$ cat src/rtl/multi_cycle_control_if.sv
// Purpose : control-unit bundle between the multi-cycle controller and its datapath.
// Latency : n/a (signal bundle only).
// Backpressure : memory stalls are signalled by MemReady low; there is no other flow control.
// master = controller (drives strobes/mux selects), slave = datapath/memory side
// (drives IR fields, ALU compare result, interrupt and memory-ready status).
interface multi_cycle_control_if;
  logic [5:0] OpCode;
  logic [5:0] Funct;
  logic       IRQ;
  logic       KernelMode;
  logic       MemReady;
  logic       BranchCond;
  logic       PCWrite;
  logic       IRWrite;
  logic       IorD;
  logic       MemRead;
  logic       MemWrite;
  logic       RegWrite;
  logic [1:0] RegDst;
  logic [1:0] MemtoReg;
  logic       ALUSrc1;
  logic       ALUSrc2;
  logic [2:0] PCSrc;
  logic [5:0] ALUFun;
  logic       Sign;
  logic       ExtOp;
  logic       LuOp;
  logic [2:0] State;

  modport master (
    input  OpCode, Funct, IRQ, KernelMode, MemReady, BranchCond,
    output PCWrite, IRWrite, IorD, MemRead, MemWrite, RegWrite, RegDst, MemtoReg,
           ALUSrc1, ALUSrc2, PCSrc, ALUFun, Sign, ExtOp, LuOp, State
  );

  modport slave (
    output OpCode, Funct, IRQ, KernelMode, MemReady, BranchCond,
    input  PCWrite, IRWrite, IorD, MemRead, MemWrite, RegWrite, RegDst, MemtoReg,
           ALUSrc1, ALUSrc2, PCSrc, ALUFun, Sign, ExtOp, LuOp, State
  );
endinterface

$ cat src/rtl/multi_cycle_control.sv
// Purpose : FETCH/DECODE/EXEC/MEM/WB sequencer with IRQ, undefined-op and bus-timeout traps.
// Latency : R 4, lw 5, sw 4, branch 3, jumps 2 cycles (+1 for a trap) with MemReady immediate.
// Backpressure : FETCH and MEM hold while MemReady=0; a stall of MEM_TIMEOUT cycles traps.
// Ports: clk, reset (async active-low); bus (master) carries IR fields, IRQ, KernelMode,
// MemReady, BranchCond in and all PC/IR/memory/register-file/ALU controls plus State out.
module multi_cycle_control #(
  parameter int IRQ_SYNC    = 2,
  parameter int MEM_TIMEOUT = 16,
  parameter int XADR_EN     = 1
) (
  input  logic                        clk,
  input  logic                        reset,
  multi_cycle_control_if.master       bus
);

  typedef enum logic [2:0] {FETCH = 3'd0, DECODE = 3'd1, EXEC = 3'd2,
                            MEM = 3'd3, WB = 3'd4, TRAP = 3'd5} state_t;
  typedef enum logic [1:0] {CAUSE_IRQ = 2'd0, CAUSE_XADR = 2'd1, CAUSE_BUS = 2'd2} cause_t;

  localparam logic [5:0] ALU_ADD = 6'b000000, ALU_SUB = 6'b000001, ALU_AND = 6'b011000,
                         ALU_OR  = 6'b011110, ALU_XOR = 6'b010110, ALU_NOR = 6'b010001,
                         ALU_SLL = 6'b100000, ALU_SRL = 6'b100001, ALU_SRA = 6'b100011,
                         ALU_EQ  = 6'b110011, ALU_NEQ = 6'b110001, ALU_LT  = 6'b110101,
                         ALU_LEZ = 6'b111101, ALU_LTZ = 6'b111011, ALU_GTZ = 6'b111111;
  localparam int CW = (MEM_TIMEOUT > 1) ? $clog2(MEM_TIMEOUT) : 1;
  localparam logic [CW-1:0] TMO_LAST = CW'(MEM_TIMEOUT - 1);
  localparam bit XADR_ON = (XADR_EN != 0);
  localparam bit TMO_ON  = (MEM_TIMEOUT > 0);

  state_t         state_q, state_d;
  cause_t         cause_q, cause_d;
  logic           pend_q, pend_d;
  logic [CW-1:0]  cnt_q, cnt_d;
  logic           irq_s;

  // IRQ is asynchronous; IRQ_SYNC=0 means the source is already in this clock domain.
  if (IRQ_SYNC == 0) begin : g_irq_raw
    assign irq_s = bus.IRQ;
  end else begin : g_irq_sync
    logic [IRQ_SYNC-1:0] sync_q, sync_d;
    always_comb sync_d = IRQ_SYNC'({sync_q, bus.IRQ});
    always_ff @(posedge clk or negedge reset) begin
      if (!reset) sync_q <= '0;
      else        sync_q <= sync_d;
    end
    assign irq_s = sync_q[IRQ_SYNC-1];
  end

  // Instruction decode (identical to the single-cycle unit's ALU side).
  logic [5:0] alu_fun;
  logic alu_src1, alu_src2, sign, ext_op, lu_op, undef;
  logic is_r, is_lw, is_sw, is_j, is_jal, is_jr, is_jalr, is_branch;

  always_comb begin
    alu_fun  = ALU_ADD;
    alu_src1 = 1'b0;
    alu_src2 = 1'b0;
    sign     = 1'b1;
    ext_op   = 1'b1;
    lu_op    = 1'b0;
    undef    = 1'b0;
    is_r      = (bus.OpCode == 6'h00);
    is_lw     = (bus.OpCode == 6'h23);
    is_sw     = (bus.OpCode == 6'h2b);
    is_j      = (bus.OpCode == 6'h02);
    is_jal    = (bus.OpCode == 6'h03);
    is_jr     = is_r && (bus.Funct == 6'h08);
    is_jalr   = is_r && (bus.Funct == 6'h09);
    is_branch = (bus.OpCode == 6'h01) || (bus.OpCode >= 6'h04 && bus.OpCode <= 6'h07);
    case (bus.OpCode)
      6'h00: begin
        case (bus.Funct)
          6'h20, 6'h08, 6'h09: begin end
          6'h21: sign = 1'b0;
          6'h22: alu_fun = ALU_SUB;
          6'h23: begin alu_fun = ALU_SUB; sign = 1'b0; end
          6'h24: alu_fun = ALU_AND;
          6'h25: alu_fun = ALU_OR;
          6'h26: alu_fun = ALU_XOR;
          6'h27: alu_fun = ALU_NOR;
          6'h00: begin alu_fun = ALU_SLL; alu_src1 = 1'b1; end
          6'h02: begin alu_fun = ALU_SRL; alu_src1 = 1'b1; end
          6'h03: begin alu_fun = ALU_SRA; alu_src1 = 1'b1; end
          6'h2a: alu_fun = ALU_LT;
          6'h2b: begin alu_fun = ALU_LT; sign = 1'b0; end
          default: undef = 1'b1;
        endcase
      end
      6'h23, 6'h2b, 6'h08: alu_src2 = 1'b1;
      6'h09: begin alu_src2 = 1'b1; sign = 1'b0; end
      6'h0f: begin alu_src2 = 1'b1; lu_op = 1'b1; end
      6'h0c: begin alu_fun = ALU_AND; alu_src2 = 1'b1; ext_op = 1'b0; end
      6'h0a: begin alu_fun = ALU_LT; alu_src2 = 1'b1; end
      6'h0b: begin alu_fun = ALU_LT; alu_src2 = 1'b1; sign = 1'b0; end
      6'h04: alu_fun = ALU_EQ;
      6'h05: alu_fun = ALU_NEQ;
      6'h06: alu_fun = ALU_LEZ;
      6'h07: alu_fun = ALU_GTZ;
      6'h01: alu_fun = ALU_LTZ;
      6'h02, 6'h03: begin end
      default: undef = 1'b1;
    endcase
  end

  // Sequencer: next state plus all state-dependent strobes.
  logic pc_write, ir_write, iord, mem_read, mem_write, reg_write;
  logic [1:0] reg_dst, mem_to_reg;
  logic [2:0] pc_src;
  logic tmo_hit;

  // Timeout fires on the last allowed stall cycle only if MemReady is still low.
  assign tmo_hit = TMO_ON && (cnt_q == TMO_LAST) && !bus.MemReady;

  always_comb begin
    state_d    = state_q;
    cause_d    = cause_q;
    pend_d     = pend_q | irq_s;
    cnt_d      = '0;
    pc_write   = 1'b0;
    ir_write   = 1'b0;
    iord       = 1'b0;
    mem_read   = 1'b0;
    mem_write  = 1'b0;
    reg_write  = 1'b0;
    reg_dst    = 2'b00;
    mem_to_reg = 2'b00;
    pc_src     = 3'b000;
    case (state_q)
      FETCH: begin
        mem_read = 1'b1;
        if (bus.MemReady) begin
          ir_write = 1'b1;
          pc_write = 1'b1;
          state_d  = DECODE;
        end else if (tmo_hit) begin
          state_d = TRAP;
          cause_d = CAUSE_BUS;
        end else begin
          cnt_d = cnt_q + CW'(1);
        end
      end
      DECODE: begin
        if (undef && XADR_ON && !bus.KernelMode) begin
          state_d = TRAP;
          cause_d = CAUSE_XADR;
        end else if (pend_q && !bus.KernelMode) begin
          state_d = TRAP;
          cause_d = CAUSE_IRQ;
          pend_d  = irq_s;  // drop the taken request; a still-high IRQ re-arms it
        end else if (is_j || is_jal) begin
          pc_write = 1'b1;
          pc_src   = 3'b010;
          if (is_jal) begin
            reg_write  = 1'b1;
            reg_dst    = 2'b10;
            mem_to_reg = 2'b10;
          end
          state_d = FETCH;
        end else if (is_jr || is_jalr) begin
          pc_write = 1'b1;
          pc_src   = 3'b011;
          if (is_jalr) begin
            reg_write  = 1'b1;
            mem_to_reg = 2'b10;
          end
          state_d = FETCH;
        end else begin
          state_d = EXEC;
        end
      end
      EXEC: begin
        if (is_branch) begin
          pc_write = bus.BranchCond;
          pc_src   = 3'b001;
          state_d  = FETCH;
        end else if (is_lw || is_sw) begin
          state_d = MEM;
        end else if (undef) begin
          state_d = FETCH;  // untrapped undefined op retires as a NOP, no write-back
        end else begin
          state_d = WB;
        end
      end
      MEM: begin
        iord      = 1'b1;
        mem_read  = is_lw;
        mem_write = is_sw;
        if (bus.MemReady) begin
          state_d = is_lw ? WB : FETCH;
        end else if (tmo_hit) begin
          state_d = TRAP;
          cause_d = CAUSE_BUS;
        end else begin
          cnt_d = cnt_q + CW'(1);
        end
      end
      WB: begin
        reg_write  = 1'b1;
        reg_dst    = is_r ? 2'b00 : 2'b01;
        mem_to_reg = is_lw ? 2'b01 : 2'b00;
        state_d    = FETCH;
      end
      TRAP: begin
        reg_write = 1'b1;
        reg_dst   = 2'b11;
        pc_write  = 1'b1;
        case (cause_q)
          CAUSE_IRQ:  begin mem_to_reg = 2'b11; pc_src = 3'b100; end
          CAUSE_XADR: begin mem_to_reg = 2'b10; pc_src = 3'b101; end
          default:    begin mem_to_reg = 2'b11; pc_src = 3'b110; end
        endcase
        state_d = FETCH;
      end
      default: state_d = FETCH;
    endcase
  end

  always_ff @(posedge clk or negedge reset) begin
    if (!reset) begin
      state_q <= FETCH;
      cause_q <= CAUSE_IRQ;
      pend_q  <= 1'b0;
      cnt_q   <= '0;
    end else begin
      state_q <= state_d;
      cause_q <= cause_d;
      pend_q  <= pend_d;
      cnt_q   <= cnt_d;
    end
  end

  // Write strobes are gated by reset so nothing reaches PC/IR/memory/regfile while it is held.
  assign bus.PCWrite  = pc_write  & reset;
  assign bus.IRWrite  = ir_write  & reset;
  assign bus.MemRead  = mem_read  & reset;
  assign bus.MemWrite = mem_write & reset;
  assign bus.RegWrite = reg_write & reset;
  assign bus.IorD     = iord;
  assign bus.RegDst   = reg_dst;
  assign bus.MemtoReg = mem_to_reg;
  assign bus.PCSrc    = pc_src;
  assign bus.ALUFun   = alu_fun;
  assign bus.ALUSrc1  = alu_src1;
  assign bus.ALUSrc2  = alu_src2;
  assign bus.Sign     = sign;
  assign bus.ExtOp    = ext_op;
  assign bus.LuOp     = lu_op;
  assign bus.State    = state_q;

endmodule

$ cat src/flat_wrapper.sv
// flat-port wrapper written by rule: the top's interface ports become plain ports
module multi_cycle_control_flat 
#(
  parameter int IRQ_SYNC    = 2,
  parameter int MEM_TIMEOUT = 16,
  parameter int XADR_EN     = 1
)
  (clk, reset, bus_OpCode, bus_Funct, bus_IRQ, bus_KernelMode, bus_MemReady, bus_BranchCond, bus_PCWrite, bus_IRWrite, bus_IorD, bus_MemRead, bus_MemWrite, bus_RegWrite, bus_RegDst, bus_MemtoReg, bus_ALUSrc1, bus_ALUSrc2, bus_PCSrc, bus_ALUFun, bus_Sign, bus_ExtOp, bus_LuOp, bus_State);
  multi_cycle_control_if bus_i ();
  input  logic clk;
  input  logic reset;
  input wire logic [$bits(bus_i.OpCode)-1:0] bus_OpCode;
  input wire logic [$bits(bus_i.Funct)-1:0] bus_Funct;
  input wire logic [$bits(bus_i.IRQ)-1:0] bus_IRQ;
  input wire logic [$bits(bus_i.KernelMode)-1:0] bus_KernelMode;
  input wire logic [$bits(bus_i.MemReady)-1:0] bus_MemReady;
  input wire logic [$bits(bus_i.BranchCond)-1:0] bus_BranchCond;
  output wire logic [$bits(bus_i.PCWrite)-1:0] bus_PCWrite;
  output wire logic [$bits(bus_i.IRWrite)-1:0] bus_IRWrite;
  output wire logic [$bits(bus_i.IorD)-1:0] bus_IorD;
  output wire logic [$bits(bus_i.MemRead)-1:0] bus_MemRead;
  output wire logic [$bits(bus_i.MemWrite)-1:0] bus_MemWrite;
  output wire logic [$bits(bus_i.RegWrite)-1:0] bus_RegWrite;
  output wire logic [$bits(bus_i.RegDst)-1:0] bus_RegDst;
  output wire logic [$bits(bus_i.MemtoReg)-1:0] bus_MemtoReg;
  output wire logic [$bits(bus_i.ALUSrc1)-1:0] bus_ALUSrc1;
  output wire logic [$bits(bus_i.ALUSrc2)-1:0] bus_ALUSrc2;
  output wire logic [$bits(bus_i.PCSrc)-1:0] bus_PCSrc;
  output wire logic [$bits(bus_i.ALUFun)-1:0] bus_ALUFun;
  output wire logic [$bits(bus_i.Sign)-1:0] bus_Sign;
  output wire logic [$bits(bus_i.ExtOp)-1:0] bus_ExtOp;
  output wire logic [$bits(bus_i.LuOp)-1:0] bus_LuOp;
  output wire logic [$bits(bus_i.State)-1:0] bus_State;
  assign bus_i.OpCode = bus_OpCode;
  assign bus_i.Funct = bus_Funct;
  assign bus_i.IRQ = bus_IRQ;
  assign bus_i.KernelMode = bus_KernelMode;
  assign bus_i.MemReady = bus_MemReady;
  assign bus_i.BranchCond = bus_BranchCond;
  assign bus_PCWrite = bus_i.PCWrite;
  assign bus_IRWrite = bus_i.IRWrite;
  assign bus_IorD = bus_i.IorD;
  assign bus_MemRead = bus_i.MemRead;
  assign bus_MemWrite = bus_i.MemWrite;
  assign bus_RegWrite = bus_i.RegWrite;
  assign bus_RegDst = bus_i.RegDst;
  assign bus_MemtoReg = bus_i.MemtoReg;
  assign bus_ALUSrc1 = bus_i.ALUSrc1;
  assign bus_ALUSrc2 = bus_i.ALUSrc2;
  assign bus_PCSrc = bus_i.PCSrc;
  assign bus_ALUFun = bus_i.ALUFun;
  assign bus_Sign = bus_i.Sign;
  assign bus_ExtOp = bus_i.ExtOp;
  assign bus_LuOp = bus_i.LuOp;
  assign bus_State = bus_i.State;
  multi_cycle_control #(.IRQ_SYNC(IRQ_SYNC), .MEM_TIMEOUT(MEM_TIMEOUT), .XADR_EN(XADR_EN)) u_core (.clk(clk), .reset(reset), .bus(bus_i));
endmodule
$ cat config.mk
export PLATFORM = sky130hd
export DESIGN_NAME = multi_cycle_control_flat
export DESIGN_NICKNAME = d
export VERILOG_FILES = /design/src/rtl/multi_cycle_control_if.sv /design/src/rtl/multi_cycle_control.sv /design/src/flat_wrapper.sv
export SDC_FILE = /design/constraint.sdc
export NUM_CORES = 1
export LEC_CHECK = 0
export CAP_MARGIN = 20
export CORE_MARGIN = 3
export CORE_UTILIZATION = 42
export DETAILED_ROUTE_END_ITERATION = 10
export PLACE_DENSITY = 0.74
export SKIP_CTS_REPAIR_TIMING = 1
export SYNTH_ARGS = -nofsm -noshare
export SYNTH_HDL_FRONTEND = slang
export SYNTH_SLANG_ARGS = --single-unit
export TNS_END_PERCENT = 5
$ cat constraint.sdc
create_clock -name clk -period 2 [get_ports clk]
set_clock_uncertainty 0.2 [all_clocks]
set_input_delay 0.3 -clock clk [delete_from_list [all_inputs] [get_ports clk]]
set_output_delay 0.3 -clock clk [all_outputs]
set_load 0.01 [all_outputs]
# [Yosys cells after proc, flatten, opt, wreduce, memory -nomap -nowiden]
# Cells that the tools add are included.
[word_totals] reg_bits=12 inputBits=18 out_inout_bits=27 word_cells=155
[classes] n_addsub=1 magnitude_cmp=2 n_eq_ne=39 muxes=73 bitwise_logic=6 n_reduce_logical=29
[ops] cell="6-bit == test (second input constant)" count=12
[ops] cell="6-bit one-hot mux with 9 select lines" count=1
[ops] cell="6-bit by 4-bit == test with 1-bit output (second input constant)" count=8
[ops] cell="6-bit one-hot mux with 8 select lines" count=1
[ops] cell="3-bit 2-to-1 mux" count=13
[ops] cell="2-bit 2-to-1 mux" count=15
[ops] cell="15-bit OR reduction" count=2
[ops] cell="1-bit 2-to-1 mux" count=29
[ops] cell="6-bit by 2-bit == test with 1-bit output (second input constant)" count=4
[ops] cell="6-bit by 3-bit == test with 1-bit output (second input constant)" count=4
[ops] cell="6-bit zero test" count=2
[ops] cell="4-bit 2-to-1 mux" count=3
[ops] cell="2-bit one-hot mux with 3 select lines" count=2
[ops] cell="3-bit one-hot mux with 4 select lines" count=1
[ops] cell="2-bit OR reduction" count=6
[ops] cell="3-bit one-hot mux with 3 select lines" count=1
[ops] cell="1-bit one-hot mux with 2 select lines" count=4
[ops] cell="2-bit one-hot mux with 2 select lines" count=2
[ops] cell="8-bit OR reduction" count=1
[ops] cell="3-bit by 2-bit == test with 1-bit output (second input constant)" count=2
[ops] cell="3-bit == test (second input constant)" count=2
[ops] cell="6-bit by 1-bit == test with 1-bit output (second input constant)" count=1
[ops] cell="6-bit by 3-bit greater-or-equal comparator with 1-bit output (second input constant)" count=1
[ops] cell="6-bit by 3-bit less-or-equal comparator with 1-bit output (second input constant)" count=1
[ops] cell="18 further kinds" count=32

# [Depth between registers and ports, before layout]
[depth] word_depth=9 mapped_depth=7 mapped_depth_nobuf=5

# [Worst setup path after synthesis]
# OpenSTA, ideal clock, no wires.
[synth_path] kind="input port to output port" startpoint="in bus_OpCode[5]" endpoint="out bus_ALUFun[1]" arrival_ps=1779 t_required_ps=1500 path_slack_ps=-279 path_stages=6 n_path_buf=1 cell_sequence="or2_1 -> buf_6 -> nor3_4 -> nand2_2 -> or4_4 -> o31ai_2"
[synth_between] elab_chain_cells=3 word_cells_on_any_way=11
[synth_rtl] element="start: declaration" line="flat_wrapper.sv:12" source="input wire logic [$bits(bus_i.OpCode)-1:0] bus_OpCode;"
[synth_rtl] element="6-bit by 4-bit == test with 1-bit output" line="multi_cycle_control.sv:70" source="case (bus.OpCode)"
[synth_rtl] element="2-bit OR reduction (no source line)"
[synth_rtl] element="6-bit one-hot mux with 8 select lines (*)" line="multi_cycle_control.sv:70"
[synth_rtl] element="end: declaration" line="flat_wrapper.sv:29" source="output wire logic [$bits(bus_i.ALUFun)-1:0] bus_ALUFun;"
# Mark *: on every way between the ends. The rest lies on a longest branch, timed or not.

# [Worst setup path after layout]
[layout_path] startpoint="in bus_Funct[1]" endpoint="out bus_PCWrite"
[layout_between] elab_chain_cells=9 word_cells_on_any_way=28
[layout_rtl] element="start: declaration" line="flat_wrapper.sv:13" source="input wire logic [$bits(bus_i.Funct)-1:0] bus_Funct;"
[layout_rtl] element="branches (longest 6 deep; another with 15-bit OR reduction)"
[layout_rtl] element="1-bit 2-to-1 mux (*)" line="multi_cycle_control.sv:143" source="if (undef && XADR_ON && !bus.KernelMode) begin"
[layout_rtl] element="1-bit one-hot mux with 4 select lines (*)" line="multi_cycle_control.sv:128" source="case (state_q)"
[layout_rtl] element="1-bit AND (*)" line="multi_cycle_control.sv:233" source="assign bus.PCWrite = pc_write & reset;"
[layout_rtl] element="end: declaration" line="flat_wrapper.sv:18" source="output wire logic [$bits(bus_i.PCWrite)-1:0] bus_PCWrite;"
# Mark *: on every way between the ends.

==> impl_results.md <==
* DRC violations left at 0
* Failing checks: setup timing
* CTS buffer count at 3
* Largest net degree at the start of global routing at 15
* HPWL after DPL at 3880 um
* Final std cells w/o fill at 338
* R2r endpoint: u_core.cause_q[0]
* Number of synthesized flops with an enable pin at 0
* Metal2 WL at 2910 um
* Mapped Area at 0.00135 sq mm
* Pins Over Slew Limit at 0
* Root Driver: clkbuf_4
* CP max FO at 3
* End point of the critical path: bus_PCWrite
* Post-route cell area at 0.00253 sq mm
* Status: finished, violations left
* CTS tree: yes
* Diode count at 0
* Fin Hold WS at 0.161 ns
* Metal1 wirelength at 2480 um
* Worst path depth at 9
* Worst VDD drop at 763 uV
* RR Startpoint: u_core.bus.State[1]
* Worst Path Required at 1.50 ns
* Max Cap Viol at 0
* Share of flip-flops with an asynchronous set or reset at 100%
* Core area at 0.00290 sq mm
* Initial antenna violation count at 0
* R2R depth at 7
* Post-synth net total at 215
* Critical path startpoint: bus_Funct[1]
* Seq/Total Area, Yosys at 22.2%
* Maximum root-to-sink buffer count at 2
* Port bufs at 44
* CP top delay family: simple AND/OR/NAND/NOR gates
* Starting density of the core at 46.7%
* Clock Latency Late Sink at 0.28 ns
* Routability congestion estimate at 0.911
* Mean Syn Cell Area at 6.91 sq um
* Buf/Inv on CP at 4
* Iter 0 DRT Violations at 253
* Unrepaired setup endpoints after global routing: yes
* First-pass GRT wire length at 8150 um
* Critical Path Slowest Stage Cell: or4_4
* Total Power at 0.00169 W
* All-Layer GR Usage at 25.1%
* Die W at 62.8 um
* Clk slew on worst S/H paths at 0.08 ns
* Hold Path Class: register to register
* Prevailing post-synth register cell: dfrtp_1
* Final hold vios at 0
* CTS H-tree depth at 1
* Vias at 2,014
* Area grow syn2layout at 87.1%
* PwrDens at 667 mW/mm^2
* Critical path, cell by cell: dlymetal6s2s_1, nand2b_4, or4_4, buf_6, nor2_4, o211ai_1, buf_4, a21oi_2, buf_2
* Final WS setup at -0.472 ns
* Iteration count of the initial detailed-routing pass at 5
* Max frequency at 405 MHz
* Total Wirelength at 6100 um
* Routed wl met3 at 467 um
* Yosys cell types at 55
* Clock sink count at 12
* Syn. warnings at 0
* Synth Area in Simple Gates at 38.2%
* Final Setup Violations at 12
* #FFs+latches synth at 12
* Post-placement cell count at 325
* Die H at 62.8 um
* Final net count at 316
* Layout cell share with drive strength beyond 1 at 46.6%
* Crit end category: output port
* Adder-cell area share of the yosys netlist at 0.924%
* Leak at 1.30 nW
* Die outline area at 0.00394 sq mm
* Routed len/inst at 18.0 um
* Compound-gate portion of the synthesized area at 29.4%
* Worst Setup Path Type: primary input to output port
* Vias in the first global route at 1,811
* Gate count of the mapped netlist at 196
* Peak per-stage delay on the critical path at 0.57 ns
* Post-route core utilization at 87.3%
* DP Area at 0.00223 sq mm
* Worst slew pin tran at 0.388 ns
* Rel. slew slack at 73.9%
* Largest family of logic cells by synthesized area: simple AND/OR/NAND/NOR gates
* XOR/XNOR share of the synthesized area at 2.59%
* I/O pin total at 45
* Vias per cell at 5.96
* Mux share of post-synthesis cell area at 0%
* Fin crit period at 2.47 ns
* Top routing layer used: met4
* CP Data Arrival Time at 1.97 ns
* CP startpoint kind: primary input
* Row count at 19
* Total gr overflow at 0
* ANT nets after route at 0
* Final period util at 124%
* Flop2flop setup slack at 0 ns
## how the worst min path moves through the flow
stage	startpoint	end	slack, ns	depth (start not counted)
6_report	u_core.g_irq_sync.sync_q[0]	u_core.g_irq_sync.sync_q[1]	0.16	0
3_5_place_dp	u_core.g_irq_sync.sync_q[0]	u_core.g_irq_sync.sync_q[1]	0.14	0
5_1_grt	u_core.g_irq_sync.sync_q[0]	u_core.g_irq_sync.sync_q[1]	0.18	0
2_1_floorplan	reset	u_core.bus.State[0]	-0.20	0
3_3_place_gp	u_core.g_irq_sync.sync_q[0]	u_core.g_irq_sync.sync_q[1]	0.14	0
4_1_cts	u_core.g_irq_sync.sync_q[0]	u_core.g_irq_sync.sync_q[1]	0.16	0
## power breakdown
group	internal, W	total (W)	switching (W)
combinational	0.000565	0.00115	0.000588
sequential	0.000296	0.000338	0.0000420
clock	0.000111	0.000197	0.0000866
## registers in the layout, summed over array words and instances, names as in the netlist
signal / flops
u_core.cnt_q: 4
u_core.cause_q: 2
u_core.bus.State: 3
u_core.pend_q: 1
u_core.g_irq_sync.sync_q: 2
## layer usage
metal	vias to the layer above	track usage, %
met5	-	0
li1	922	-
met3	27	6.29
met2	115	40.3
met4	0	4.13
met1	950	34.4
## cell families (layout without fill, tap and decap cells)
kind of cell,Yosys count,in the layout
simple gates,97,97
compound gates,60,60
buf+inv,22,122
flops,12,12
xor+xnor,4,4
fa+ha+maj,1,1
## cell usage in the layout (no fill, tap or decap), types with 4 or more instances in the layout
cell	netlist	layout
nand2_1	23	21
nand2b_4	0	4
clkdlybuf4s50_1	0	9
buf_6	1	10
buf_4	0	59
a21oi_1	11	8
nor3_2	0	5
o21ai_2	0	4
buf_2	1	11
nand3_1	9	9
nor3b_1	5	4
clkbuf_2	0	9
inv_1	7	6
a31oi_1	5	4
nor2_1	17	14
dlymetal6s2s_1	0	13
dfrtp_1	12	12
o21ai_0	13	10
## cell usage after synthesis (2+ instances only)
| master | n | area share, % |
|---|---|---|
| nor2b_1 | 4 | 1.8 |
| xnor2_1 | 2 | 1.3 |
| xor2_1 | 2 | 1.3 |
| o31ai_1 | 2 | 1.1 |
| nand4_1 | 3 | 1.4 |
| a21oi_1 | 11 | 4.1 |
| o21a_1 | 3 | 1.7 |
| dfrtp_1 | 12 | 22 |
| o211ai_1 | 2 | 1.1 |
| or3_1 | 4 | 1.8 |
| inv_1 | 7 | 1.9 |
| nand3b_1 | 2 | 1.1 |
| nand3_1 | 9 | 3.3 |
| o21ai_1 | 4 | 1.5 |
| nand2_1 | 23 | 6.4 |
| or2_1 | 2 | 0.92 |
| and3_1 | 2 | 0.92 |
| o21ai_0 | 13 | 4.8 |
| o221ai_1 | 3 | 1.9 |
| nand2b_1 | 7 | 3.2 |
| nor3b_1 | 5 | 2.8 |
| clkbuf_1 | 12 | 3.3 |
| a31oi_1 | 5 | 2.3 |
| a21o_1 | 2 | 1.1 |
| nor2_1 | 17 | 4.7 |
| nor3_1 | 9 | 3.3 |
## layout make-up
type,instances,area [sq um]
tap,42,52.6
inverter,7,26.3
clock buffer,4,36.3
timing repair buffer,111,908
multi-input combinational,162,1210
fill,137,368
sequential,12,300
## through the flow
stage,worst slack [ns],TNS [ns]
global route,-0.536,-4.34
CTS,-1.07,-18.63
global placement,-1.00,-18.07
finish,-0.472,-3.21
detailed placement,-1.04,-19.15
floorplan,-0.261,-1.29
Power figures use the tool's default switching activity.
